`src/rtl/router_fifo.sv`:
```
// router_fifo: one output FIFO of the 1x3 router.
// Each entry is {lfd, byte}. The lfd bit marks a header byte. A 6-bit
// counter follows the packet length on the read side, so the parity byte
// can be flagged with a one-cycle pkt_last pulse as it leaves.
//
// Handshake: a write is taken on an edge when write_enb=1, full=0 and
// soft_reset=0. A read is taken on an edge when read_enb=1, empty=0 and
// soft_reset=0; its byte shows up on data_out after that same edge.
// Requests that do not qualify are dropped without any side effect.
module router_fifo #(
  parameter int WIDTH = 8,
  parameter int DEPTH = 16,
  parameter int AW    = 4
) (
  input  logic             clk,
  input  logic             resetn,
  input  logic             soft_reset,
  input  logic             write_enb,
  input  logic             read_enb,
  input  logic             lfd_state,
  input  logic [WIDTH-1:0] data_in,
  output logic [WIDTH-1:0] data_out,
  output logic             full,
  output logic             empty,
  output logic             pkt_last
);

  localparam logic [AW:0] PTR_ONE = {{AW{1'b0}}, 1'b1};

  logic [WIDTH:0]   mem [DEPTH];

  logic [AW:0]      wr_ptr_q, wr_ptr_d;
  logic [AW:0]      rd_ptr_q, rd_ptr_d;
  logic [WIDTH-1:0] data_out_q, data_out_d;
  logic [5:0]       count_q, count_d;
  logic             pkt_last_q, pkt_last_d;

  logic             wr_acc;
  logic             rd_acc;
  logic [WIDTH:0]   rd_entry;

  // Occupancy flags come straight from the registered pointers.
  assign empty = (wr_ptr_q == rd_ptr_q);
  assign full  = (wr_ptr_q[AW-1:0] == rd_ptr_q[AW-1:0]) &&
                 (wr_ptr_q[AW] != rd_ptr_q[AW]);

  // Both requests are qualified against the flags at the start of the cycle.
  assign wr_acc   = write_enb && !full  && !soft_reset;
  assign rd_acc   = read_enb  && !empty && !soft_reset;
  assign rd_entry = mem[rd_ptr_q[AW-1:0]];

  assign data_out = data_out_q;
  assign pkt_last = pkt_last_q;

  // Storage array: no reset needed, because the pointers gate every access.
  always_ff @(posedge clk) begin
    if (wr_acc) begin
      mem[wr_ptr_q[AW-1:0]] <= {lfd_state, data_in};
    end
  end

  // Next-state logic: soft_reset flushes; otherwise advance pointers and track the packet.
  always_comb begin
    wr_ptr_d   = wr_ptr_q;
    rd_ptr_d   = rd_ptr_q;
    data_out_d = data_out_q;
    count_d    = count_q;
    pkt_last_d = 1'b0;
    if (soft_reset) begin
      wr_ptr_d   = '0;
      rd_ptr_d   = '0;
      data_out_d = '0;
      count_d    = '0;
    end else begin
      if (wr_acc) begin
        wr_ptr_d = wr_ptr_q + PTR_ONE;
      end
      if (rd_acc) begin
        rd_ptr_d   = rd_ptr_q + PTR_ONE;
        data_out_d = rd_entry[WIDTH-1:0];
        if (rd_entry[WIDTH]) begin
          // Header: bits [7:2] hold the payload length; add one for the parity byte.
          count_d = rd_entry[7:2] + 6'd1;
        end else if (count_q != 6'd0) begin
          count_d    = count_q - 6'd1;
          pkt_last_d = (count_q == 6'd1);
        end
      end
    end
  end

  // State registers with asynchronous active-low reset.
  always_ff @(posedge clk or negedge resetn) begin
    if (!resetn) begin
      wr_ptr_q   <= '0;
      rd_ptr_q   <= '0;
      data_out_q <= '0;
      count_q    <= '0;
      pkt_last_q <= 1'b0;
    end else begin
      wr_ptr_q   <= wr_ptr_d;
      rd_ptr_q   <= rd_ptr_d;
      data_out_q <= data_out_d;
      count_q    <= count_d;
      pkt_last_q <= pkt_last_d;
    end
  end

endmodule

```
`config.mk`:
```
export PLATFORM = sky130hd
export DESIGN_NAME = router_fifo
export DESIGN_NICKNAME = d
export VERILOG_FILES = /design/src/rtl/router_fifo.sv
export SDC_FILE = /design/constraint.sdc
export NUM_CORES = 1
export LEC_CHECK = 0
export CORE_MARGIN = 3
export CORE_UTILIZATION = 35
export DETAILED_ROUTE_END_ITERATION = 6
export GPL_TIMING_DRIVEN = 0
export PLACE_DENSITY = 0.61
export SLEW_MARGIN = 20
export SYNTH_ARGS = -nofsm -noshare
export SYNTH_HDL_FRONTEND = slang
export SYNTH_SLANG_ARGS = --single-unit
```
`constraint.sdc`:
```
create_clock -name clk -period 3.3 [get_ports clk]
set_clock_uncertainty 0.05 [all_clocks]
set_input_delay 0.495 -clock clk [delete_from_list [all_inputs] [get_ports clk]]
set_output_delay 0.495 -clock clk [all_outputs]
set_load 0.05 [all_outputs]
```
==> flow_summary.yaml, run 1 <==
run_status:
  outcome: "finished clean"
global_route:
  gr-usage-met2: 0.236
  track_usage: 0.145
  grt_busiest_layer: "met2"
  antenna_found_initial: 0
  grt_use_met1: 0.193
  grt-ovfl-total: 0
  grt_use_met3: 0.0371
  grt_pass1_wl_mm: 23.0
  grt_max_degree: 26
  grt_pass1_vias: 3729
synthesis:
  async_flop_share: 0.148
  yosysUniqueCellTypes: 43
  yosys.area.top_type: "edfxtp_1"
  synthesis.nets: 417
  synth_top_area_frac: 0.615
  ys_seq_area_frac: 0.704
  synthFlopType: "edfxtp_1"
  synth_edf_count: 144
  yosysWarnings: 0
  synthCells: 394
  syn_area_per_cell_um2: 17.9
  syn-cell-area_mm2: 0.00703
  synth.most_common_cell: "edfxtp_1"
  ys_seq_elements: 169
  ys_top_cells_by_count: "144 x edfxtp_1, 34 x mux4_2, 25 x dfrtp_1, 21 x nand2_1, 16 x nor2_1"
  synth_area_leaders: "edfxtp_1 61%, mux4_2 11%, dfrtp_1 8.9%"
clock_tree:
  htree_levels: 4
  cts_setup_buffers: 0
  cts_root_buf: "clkbuf_16"
  cts_sinks: 169
  cts_tree: "done"
  clkTransAtPathRegs_ps: 70
  clockBufferDepth: 2
  worstSkewPairLatency_ps: 430
  cts_buffers: 17
place:
  post-dp-hpwl_mm: 9.53
  gp_congestion: 0.856
  numPortBuffers: 23
  dp_slack_ps: -11.1
critical_path:
  crit_chain: "buf_6 > buf_4 > xnor2_1 > nand4_1 > nor2_1 > dlygate4sd2_1"
  critPathRequiredTime_ps: 2750
  crit_path_start_kind: "flip-flop"
  max_stage_delay_ps: 550
  cp_slowest_cell: "dlygate4sd2_1"
  cp.arrival_ps: 2530
  path_class: "flip-flop to primary output"
  endpoint_kind: "primary output"
  crit_fanout: 10
floorplan:
  io_pins: 25
  die_x_um: 148
  dieArea_mm2: 0.0218
  start_util: 0.359
  die_h_um: 148
  core_mm2: 0.0196
  row_count: 51
timing:
  worst_slack_ps: 229
  worst_slew_pin_slew_ps: 771
  fmax_ghz: 0.326
  rsz0062_at_grt: "false"
  tns_ps: 0
  slew_headroom: 0.486
  drv_slew: 0
  period_minus_slack_ps: 3070
  setup_viol: 0
  min_period_over_period: 0.931
  hold_viol: 0
power_and_ir_drop:
  p_int_mw: 3.97
  vdd_drop_max_mv: 0.372
  power_switching_mw: 1.43
  p_per_area_mw_per_mm2: 658
  seq_power_share: 0.449
  leakage_nw: 2.72
  p_comb_frac: 0.166
  sw_frac_of_total: 0.264
  clock_power_share: 0.385
drt:
  drt_wl_total_mm: 15.3
  wl_per_cell_um: 21.4
  avgViaCountPerCell: 5.14
  drt-initial-drc-count: 368
  first_pass_iters: 7
  ant_nets: 0
  drc: 0
  vias: 3663
final_layout:
  nNetsFinal: 458
  area_growth_pct: 16.7
  num_antenna_cells: 0
  drive_gt1_frac: 0.176
min_path:
  min_path_type: "primary input to async pin"
job:
  maxCapViolations: 0
layout by cell type, fill, tap and decap left out, drive strengths merged, types with 4 or more instances in the layout:
master,count
inv,14
a21oi,11
o22ai,4
edfxtp,144
ha,9
mux4,39
clkdlybuf4s50,20
dfrtp,25
nor3,5
nand3,5
and2,14
buf,9
mux2i,14
nor2,16
xnor2,14
xor2,5
and3,5
nand4,4
clkbuf,27
o21ai,10
nand2,21
layer usage:
| metal | part of all wire | up-vias |
|---|---|---|
| met5 | 0 | - |
| met4 | 0.013 | 0 |
| met3 | 0.048 | 17 |
| met2 | 0.50 | 110 |
| met1 | 0.44 | 1897 |
| li1 | - | 1639 |
power by group through the flow:
stage               logic (mW)  clock network, mW  registers, mW
finish                   0.897               2.08           2.42
global placement         0.886                  0           2.47
detailed placement       0.905                  0           2.47
floorplan                0.597                  0           2.51
CTS                      0.907               2.11           2.42
global route             0.978               2.20           2.43
logic make-up after synthesis:
logic type                 synth area share
AOI/OAI and AO/OA                    0.0302
xor gates and xnor gates             0.0237
adders and majority gates            0.0160
buffers and inverters                0.0167
DFF                                   0.704
muxes                                 0.151
and+or+nand+nor                      0.0589
through the flow:
step	area [um^2]	power, mW	instances	hold WS (ps)	utilization
finish	8210	5.40	713	1.31	0.419
CTS	8200	5.44	713	20.6	0.419
floorplan	7030	3.11	394	149	-
detailed placement	7590	3.37	682	462	0.387
global placement	7590	3.35	682	464	0.388
global route	8210	5.60	713	55.4	0.419
critical path, delay by kind of cell (launching register included):
family | cells | cell delay (ps)
xor+xnor | 1 | 160
buf+inv | 3 | 1050
simple gates | 2 | 440
flops | 1 | 450
what timing repair did:
| item | in CTS | in global routing |
|---|---|---|
| hold buffers | 0 | 0 |
| endpoints found under the setup margin | 3 | 119 |
| endpoints found under the hold margin | 0 | 0 |
| resized for setup | 2 | 4 |
final timing paths:
| check | cells past startpoint | startpoint | endpoint | slack, ps |
|---|---|---|---|---|
| worst max-delay path | 6 | rd_ptr_q[0] | empty | 230 |
| worst min-delay path | 1 | resetn | data_out[5] | 1 |
| worst max register to register | 8 | rd_ptr_q[1] | count_q[4] | 250 |
| worst min register to register | 2 | data_out[4] | data_out[4] | 480 |
| max in group asynchronous | 1 | resetn | data_out[1] | 2810 |
| min in group clk | 2 | data_out[4] | data_out[4] | 480 |
registers in the layout (all words and copies together) (netlist names):
register  count
pkt_last      1
mem         144
wr_ptr_q      5
data_out      8
rd_ptr_q      5
count_q       6
cell type report:
class	count	area, um^2
fillers	1740	11400
flip-flops and latches	169	4950
multi-input cells	199	1970
clock buffers	18	429
well taps	265	332
repair buffers	23	226
clock inverters	14	185
plain buffers	17	86.3
inverters	8	30.0
Note: power is estimated with default switching activity, not from simulation.
==> run 2: changes to the inputs <==
Settings changed: GPL_ROUTABILITY_DRIVEN set to 0, REMOVE_ABC_BUFFERS set to 1.
==> run 2 against run 1 <==
Against the previous run: register-to-register slack better by 80 ps; clock-buffer cell count is the same; hold slack better by 7.8 ps; sequential share of layout area is 0.42 points higher; via count is 1.9% lower; critical endpoint is now full; utilization decreased by 0.23 points; clock power shrank 9%; critical path type unchanged.
==> flow_summary.yaml, run 2 (synthesis gave the netlist of run 1 again) <==
final_layout:
  final_core_util: 0.417
  num_antenna_cells: 0
  drive_gt1_frac: 0.177
  area_growth_pct: 16.1
  nNetsFinal: 445
  num-fill-cells: 1771
  final_cell_mix: "144 x edfxtp_1, 34 x mux4_2, 22 x clkdlybuf4s50_1"
  final_common_cell: "edfxtp_1"
  largest_reg_flops: 144
power_and_ir_drop:
  seq_power_share: 0.471
  leakage_nw: 2.66
  p_total_mw: 5.21
  clock_power_share: 0.364
  p_comb_frac: 0.166
  p_int_mw: 3.77
  sw_frac_of_total: 0.277
  vdd_drop_max_mv: 0.339
  power_switching_mw: 1.44
  p_per_area_mw_per_mm2: 639
clock_tree:
  cts_setup_buffers: 0
  htree_levels: 4
  worstSkewPairLatency_ps: 420
  clockBufferDepth: 2
  cts_tree: "done"
  holdBufCountCts: 0
  cts_sinks: 169
  clkTransAtPathRegs_ps: 70
  cts_resized: 0
  cts_buffers: 17
  cts_root_buf: "clkbuf_16"
drt:
  routed.top_layer: "met4"
  vias: 3593
  avgViaCountPerCell: 5.13
  wl_met2_mm: 7.07
  wl_per_cell_um: 19.9
  drt-met1-wl_mm: 5.96
  wl_met3_um: 801
  first_pass_iters: 4
  drt-initial-drc-count: 214
  drc: 0
  drt_wl_total_mm: 13.9
  ant_nets: 0
global_route:
  track_usage: 0.136
  antenna_found_initial: 0
  grt-ovfl-total: 0
  grt_pass1_wl_mm: 21.9
  grt_max_degree: 29
  grt_pass1_vias: 3754
min_path:
  min_path_type: "primary input to async pin"
place:
  post-dp-hpwl_mm: 8.85
  numPortBuffers: 24
timing:
  rsz0062_at_grt: "false"
  min_period_over_period: 0.937
  tns_ps: 0
  fmax_ghz: 0.324
  hold_viol: 0
  drv_slew: 0
  slew_headroom: 0.314
  worst_slew_pin_slew_ps: 1030
  setup_viol: 0
  period_minus_slack_ps: 3090
floorplan:
  core_mm2: 0.0196
  io_pins: 25
  die_h_um: 148
  die_x_um: 148
  start_util: 0.359
  dieArea_mm2: 0.0218
  row_count: 51
critical_path:
  cp_slowest_cell: "clkdlybuf4s50_1"
  cp_top_family: "buffers and inverters"
  crit_chain: "buf_12 > xnor2_1 > nand4_1 > nor2_1 > clkdlybuf4s50_1"
  rr_endpoint: "count_q[3]"
  max_stage_delay_ps: 810
  path_buf_inv: 2
  reg2reg_depth: 7
  endpoint_kind: "primary output"
  crit_path_start_kind: "flip-flop"
  r2r_setup_slack_ps: 330
  path_class: "flip-flop to primary output"
  crit_fanout: 20
  worstReg2RegStart: "rd_ptr_q[0]"
  critPathRequiredTime_ps: 2750
  cp.arrival_ps: 2550
run_status:
  outcome: "finished clean"
job:
  maxCapViolations: 0
## run 2: changes by cell type in the layout (fill, tap and decap cells not counted), sizes merged
cell and delta:
clkbuf -9, dlygate4sd2 -1, buf -5, bufinv -3
clkinvlp +1, clkdlybuf4s50 +2, inv +2
## run 2: worst max-delay path by stage
stage / start / slack [ps] / cells after the start / to
6_report: rd_ptr_q[1] / 210 / 5 / full
5_1_grt: rd_ptr_q[1] / 100 / 7 / mem[12][5]
4_1_cts: rd_ptr_q[3] / 70 / 4 / empty
3_5_place_dp: soft_reset / 140 / 3 / mem[9][3]
3_3_place_gp: rd_ptr_q[0] / -1190 / 7 / count_q[2]
2_1_floorplan: rd_ptr_q[0] / -220 / 6 / count_q[3]
## run 2: through the flow
step | setup slack [ps] | area, um^2 | cells | hold slack [ps]
after floorplan | -222 | 6950 | 376 | 149
after global placement | -1190 | 7520 | 665 | 456
after detailed placement | 139 | 7600 | 668 | 451
after CTS | 65.6 | 8160 | 700 | 19.5
after global routing | 95.8 | 8160 | 700 | 55.3
final | 209 | 8160 | 700 | 9.12
## run 2: layer usage
| metal | global-route usage | up-vias |
|---|---|---|
| li1 | - | 1616 |
| met1 | 0.178 | 1881 |
| met2 | 0.224 | 88 |
| met3 | 0.0356 | 8 |
| met4 | 0.0405 | 0 |
| met5 | 0 | - |
## run 2: power by group through the flow
stage	clock network [mW]	logic (mW)	registers (mW)
2_1_floorplan	0	0.506	2.57
4_1_cts	1.94	0.873	2.46
3_3_place_gp	0	0.770	2.56
3_5_place_dp	0	0.869	2.50
5_1_grt	2.03	0.938	2.47
6_report	1.90	0.863	2.45
## run 2: area by class of cell
class | instances | area, um^2 | share of cell area
multi-input cells | 199 | 1970 | 0.241
inverters | 8 | 30.0 | 0.00368
flip-flops and latches | 169 | 4960 | 0.607
clock inverters | 14 | 133 | 0.0162
repair buffers | 27 | 313 | 0.0383
clock buffers | 18 | 429 | 0.0526
well taps | 265 | 332 | 0.0406
## run 2: worst register-to-register path, cell delays in order (launching register included)
cell,delay (ps)
dfrtp_4,600
buf_16,270
mux4_1,610
mux4_2,560
or2_4,300
a211oi_1,240
a21oi_1,80
o22ai_1,170
